===== src/rtl/packet_storer.sv =====
// -----------------------------------------------------------------------------
// packet_storer
//
// Writes one wide packet to memory as six 32-bit words. Words 0..4 are taken
// MSB-first from the latched packet. Word 5 carries the 15-bit tail,
// zero-extended. Each word is issued on the write channel and must be
// acknowledged before the next word goes out. STORE_DONE pulses for one cycle
// once the sixth acknowledge has been received.
//
// Ports
//   CLK, RST             clock (rising edge); synchronous active-high reset
//   OPADDR               packet-region base byte address. It is not latched,
//                        so a change mid-packet moves the remaining writes.
//   RECEIVE_PS_*         store request: byte offset from OPADDR plus packet
//                        data. READY is high only while idle.
//   MEM_SEND_*           word write: address valid and data valid always
//                        match; the transfer completes on MEM_SEND_READY.
//   MEM_RECEIVE_*        write acknowledge; the acknowledge data is unused.
//   STORE_DONE           one-cycle pulse when the whole packet is acknowledged
// -----------------------------------------------------------------------------
module packet_storer #(
   parameter int PACKET_WIDTH = 175
) (
   input  logic                    CLK,
   input  logic                    RST,
   input  logic [31:0]             OPADDR,
   input  logic                    RECEIVE_PS_VALID,
   input  logic [31:0]             RECEIVE_PS_ADDR,
   input  logic [PACKET_WIDTH-1:0] RECEIVE_PS_DATA,
   output logic                    RECEIVE_PS_READY,
   output logic                    MEM_SEND_ADDR_VALID,
   output logic [31:0]             MEM_SEND_ADDR,
   output logic                    MEM_SEND_DATA_VALID,
   output logic [31:0]             MEM_SEND_DATA,
   input  logic                    MEM_SEND_READY,
   input  logic                    MEM_RECEIVE_VALID,
   input  logic [31:0]             MEM_RECEIVE_DATA,
   output logic                    MEM_RECEIVE_READY,
   output logic                    STORE_DONE
);

   typedef enum logic [1:0] {
      S_IDLE     = 2'd0,
      S_MEM_SEND = 2'd1,
      S_MEM_ACK  = 2'd2,
      S_DONE     = 2'd3
   } state_t;

   state_t                  state_reg;
   logic [2:0]              count_reg;
   logic [PACKET_WIDTH-1:0] packet_reg;
   logic [31:0]             offset_reg;
   logic [31:0]             word_arr [0:5];

   // The acknowledge payload carries no information for this block.
   logic unused_ack_data;
   assign unused_ack_data = ^MEM_RECEIVE_DATA;

   // Slice the latched packet into its six outgoing words.
   genvar gi;
   generate
      for (gi = 0; gi < 5; gi++) begin : g_word
         assign word_arr[gi] = packet_reg[PACKET_WIDTH-1-32*gi -: 32];
      end
   endgenerate
   assign word_arr[5] = {17'b0, packet_reg[14:0]};

   always_ff @(posedge CLK) begin
      if (RST) begin
         state_reg  <= S_IDLE;
         count_reg  <= 3'd0;
         packet_reg <= '0;
         offset_reg <= '0;
      end else begin
         case (state_reg)
            S_IDLE: begin
               if (RECEIVE_PS_VALID) begin
                  packet_reg <= RECEIVE_PS_DATA;
                  offset_reg <= RECEIVE_PS_ADDR;
                  count_reg  <= 3'd0;
                  state_reg  <= S_MEM_SEND;
               end
            end
            S_MEM_SEND: begin
               if (MEM_SEND_READY) begin
                  state_reg <= S_MEM_ACK;
               end
            end
            S_MEM_ACK: begin
               if (MEM_RECEIVE_VALID) begin
                  if (count_reg == 3'd5) begin
                     count_reg <= 3'd0;
                     state_reg <= S_DONE;
                  end else begin
                     count_reg <= count_reg + 3'd1;
                     state_reg <= S_MEM_SEND;
                  end
               end
            end
            S_DONE: begin
               state_reg <= S_IDLE;
            end
            default: begin
               state_reg <= S_IDLE;
            end
         endcase
      end
   end

   // Handshake outputs decode the state register. The write and ack
   // qualifiers are also masked by RST, so a reset arriving mid-packet drops
   // them in the same cycle instead of one cycle later.
   assign RECEIVE_PS_READY    = (state_reg == S_IDLE);
   assign MEM_SEND_ADDR_VALID = (state_reg == S_MEM_SEND) && !RST;
   assign MEM_SEND_DATA_VALID = MEM_SEND_ADDR_VALID;
   assign MEM_RECEIVE_READY   = (state_reg == S_MEM_ACK) && !RST;
   assign STORE_DONE          = (state_reg == S_DONE) && !RST;

   // The address tracks OPADDR live. The sum wraps modulo 2^32.
   assign MEM_SEND_ADDR = OPADDR + offset_reg + {27'd0, count_reg, 2'b00};

   always_comb begin
      MEM_SEND_DATA = word_arr[0];
      case (count_reg)
         3'd1:    MEM_SEND_DATA = word_arr[1];
         3'd2:    MEM_SEND_DATA = word_arr[2];
         3'd3:    MEM_SEND_DATA = word_arr[3];
         3'd4:    MEM_SEND_DATA = word_arr[4];
         3'd5:    MEM_SEND_DATA = word_arr[5];
         default: MEM_SEND_DATA = word_arr[0];
      endcase
   end

endmodule


===== config.mk =====
export PLATFORM = sky130hd
export DESIGN_NAME = packet_storer
export DESIGN_NICKNAME = d
export VERILOG_FILES = /design/src/rtl/packet_storer.sv
export SDC_FILE = /design/constraint.sdc
export NUM_CORES = 1
export LEC_CHECK = 0
export ABC_AREA = 1
export BUFFER_PORTS_ARGS = -buffer_cell sky130_fd_sc_hd__buf_4
export CAP_MARGIN = 20
export CORE_ASPECT_RATIO = 2
export CORE_MARGIN = 2
export CORE_UTILIZATION = 53
export CTS_BUF_LIST = sky130_fd_sc_hd__clkbuf_4
export DETAILED_ROUTE_END_ITERATION = 10
export GPL_TIMING_DRIVEN = 0
export PLACE_DENSITY = 0.82
export SETUP_SLACK_MARGIN = 0.1
export SKIP_LAST_GASP = 1
export SYNTH_ARGS = -nofsm -noshare
export SYNTH_HDL_FRONTEND = slang
export SYNTH_SLANG_ARGS = --single-unit

===== constraint.sdc =====
create_clock -name CLK -period 3.49 [get_ports CLK]
set_clock_uncertainty 0.2 [all_clocks]
set_input_delay 0.349 -clock CLK [delete_from_list [all_inputs] [get_ports CLK]]
set_output_delay 0.349 -clock CLK [all_outputs]
set_load 0.05 [all_outputs]

==> flow_summary.toml <==
[cells_and_area]
area.growth.synth_to_final_pct = 54.4
finish.net_count = 2626
seq_area_um2 = 4260
fill_cells = 1297
largest_register_ff_count = 175
final_layout_size_suffix_gt1_share_pct = 22.7
utilization_pct = 82.5
multi_input_combinational_cell_area_um2 = 6440

[worst_setup_path]
timing.critical_path.buf_inv = 1
arrival_ns = 2.95
crit_slowest_cell = "sky130_fd_sc_hd__nor2_1"
critical_path_fanouts_max = 4
worstSetupStartpointType = "flop"
worstPathRequired_ns = 2.94
slowest_delay_ns = 0.41
critical_path.top_delay_family = "simple AND/OR/NAND/NOR gates"
worstPathCellList = "fa_2, ha_4, nand2_1, nor2_1, nand3_4, nand3_4, nand2_2, nand2_1, nand2_1, nand2_1, buf_6"
crit_path_frequent_cell = "sky130_fd_sc_hd__nand2_1"
critical_path.endpoint_type = "output port"
timing_worst_setup_path_type = "flop to output port"

[sta]
finalSetupViolCount = 1
final_hold_viol_count = 0
tightestPinTransition_ns = 0.950
final.hold.worst_slack_ns = 0.258
final.period_utilization_pct = 100
unrepaired_setup_endpoints_after_global_routing = "true"
setup_slack_ns = -0.00606
max_clock_freq_mhz = 286
final.min_clock_period_ns = 3.50
final-max-slew-violation-count = 0
slew_headroom_pct = 36.7

[synthesis]
instance_count_of_the_mapped_netlist = 1698
synth_top_cell_by_area = "sky130_fd_sc_hd__dfxtp_1"
syn_area_um2 = 11100
synth.yosys.warnings = 0
synth-seq-area-share_pct = 38.1
synth_edf_count = 0
synth.top_cells.by_area = "sky130_fd_sc_hd__dfxtp_1 (38%), sky130_fd_sc_hd__nor2_1 (15%), sky130_fd_sc_hd__nand2_1 (13%), sky130_fd_sc_hd__o21ai_0 (9.5%), sky130_fd_sc_hd__ha_1 (6.6%)"
synth_top_cell_area_share_pct = 38.1
synth_cell_types = 24
postSynthRegisterBits = 212
asyncSetResetFlopFracSynth_pct = 0
synth_most_common_cell = "sky130_fd_sc_hd__nor2_1"
ys.flop_type = "sky130_fd_sc_hd__dfxtp_1"
synth.cells.most_frequent = "sky130_fd_sc_hd__nor2_1 (447), sky130_fd_sc_hd__nand2_1 (383), sky130_fd_sc_hd__dfxtp_1 (212)"
synth_area_per_cell_um2 = 6.55
synthesis.nets = 2037

[placed_design]
dp.final_hpwl_um = 32000
gp_congestion = 0.975
numPortBuffers = 312

[clock_network]
clkSinkCount = 212
cts_tree = "yes"
cts.root.buffer_cell = "sky130_fd_sc_hd__clkbuf_4"
clock_insertion_delay_worst_skew_ns = 0.66
tritoncts.num_buffers = 47
clkTransAtPathRegs_ns = 0.08
cts_max_path_buffers = 3
htreeDepth = 2

[die]
floorplan.initialDensity_pct = 53.4
placeableCoreArea_um2 = 20800
chipHeight_um = 209
std_cell_rows = 75
design.die.area_um2 = 22200
ioPinCount = 345
die_w_um = 106

[route]
drtAntennaViolNets = 0
drcViolationCount = 0
drt_first_iter_violations = 1130
wl_um = 52000
detail_route.wl_per_cell_um = 20.0
vias = 14800
via_count_normalized_by_instance_count = 5.68
detail_route.first_pass.iterations = 8

[run_status]
outcome = "complete, but fails checks"
violated_checks = "negative setup slack"

[grt]
global_route_wire_length_before_repair_um = 76900
grt_pass1_vias = 15400
total_grt_usage_pct = 44.6
grt_antenna_before_repair = 5
pin_count_of_the_biggest_net_entering_global_routing = 13
overflow = 0

[worst_hold_path]
min-delay-path-class = "flop to flop"

[run]
cap_viol_max_count = 0

[power_and_ir_drop]
leakagePower_nw = 8.59
irDropWorstVdd_uv = 401
power.density_cell_area_nw_per_um2 = 534
-- cells in the final DEF (no fill, tap or decap), types with 12 or more instances in the layout --
cell type                         n
sky130_fd_sc_hd__nor2_1         440
sky130_fd_sc_hd__dfxtp_1        209
sky130_fd_sc_hd__clkbuf_1        48
sky130_fd_sc_hd__inv_1          132
sky130_fd_sc_hd__nand2_2         34
sky130_fd_sc_hd__xor2_1          12
sky130_fd_sc_hd__clkinv_1        21
sky130_fd_sc_hd__nand3_1         31
sky130_fd_sc_hd__buf_6           13
sky130_fd_sc_hd__a21oi_1         37
sky130_fd_sc_hd__buf_2           30
sky130_fd_sc_hd__clkbuf_4        60
sky130_fd_sc_hd__buf_4          315
sky130_fd_sc_hd__a211oi_1        12
sky130_fd_sc_hd__nand2_1        344
sky130_fd_sc_hd__ha_1            50
sky130_fd_sc_hd__o21ai_0        211
sky130_fd_sc_hd__dlygate4sd3_1  213
sky130_fd_sc_hd__a221oi_1        15
-- through the flow --
step | setup WS [ns] | area [um2] | setup TNS [ns] | cells | power (mW)
floorplan | 0.296 | 11100 | 0 | 1698 | 5.34
global placement | 0.298 | 13800 | 0 | 2279 | 6.47
detailed placement | 0.263 | 13800 | 0 | 2279 | 6.53
CTS | 0.0396 | 16900 | 0 | 2588 | 8.76
global route | -0.190 | 17200 | -1.82 | 2598 | 9.55
finish | -0.00606 | 17200 | -0.00606 | 2598 | 9.18
-- worst min-delay path: stages (launching register included) --
cell                      delay [ns]
sky130_fd_sc_hd__dfxtp_1        0.30
sky130_fd_sc_hd__inv_1          0.06
sky130_fd_sc_hd__a21oi_1        0.05
-- worst paths after layout --
check                               startpoint           endpoint  slack (ns)  cells after the start
worst max-delay path              count_reg[2]  MEM_SEND_ADDR[29]      -0.006                     11
worst min-delay path            packet_reg[80]     packet_reg[80]        0.26                      2
worst max register to register    state_reg[1]     packet_reg[28]        0.98                      6
worst min register to register  packet_reg[80]     packet_reg[80]        0.26                      2
-- layout make-up --
| class | instances | share of cell area [%] |
|---|---|---|
| multi-input combinational | 1263 | 37.5 |
| timing repair buffer | 540 | 27.1 |
| sequential | 212 | 24.8 |
| inverter | 138 | 3.06 |
| clock buffer | 60 | 2.62 |
| buffer | 85 | 2.19 |
| tap | 269 | 1.96 |
| clock inverter | 26 | 0.743 |
| antenna | 5 | 0.0728 |
-- layer usage --
layer | track usage (%) | vias to the layer above | routed length [um]
met5 | 0 | - | 0
met4 | 45.1 | 0 | 6350
met3 | 11.3 | 457 | 4750
met2 | 79.9 | 1138 | 26000
met1 | 37.9 | 6557 | 15000
li1 | - | 6600 | -
-- power by group --
part / switching [mW] / internal (mW)
Sequential: 0.223 / 2.78
Combinational: 2.76 / 1.46
Clock: 1.06 / 0.890
Total: 4.04 / 5.14
-- cell families after synthesis --
kind of cell | share of synthesized area (%)
xor gates and xnor gates | 1.26
AOI/OAI and AO/OA | 14.1
buffers and inverters | 7.98
adders and majority gates | 7.35
DFF | 38.1
and+or+nand+nor | 31.2
-- repair_timing --
item,4_1_cts,5_1_grt
hold buffers,213,0
setup buffers,10,5
gates resized for setup,74,66
endpoints found under the hold margin,212,0
pin swaps,21,22
setup endpoints to repair,54,36
No activity file was read; power rests on OpenSTA's default activity.
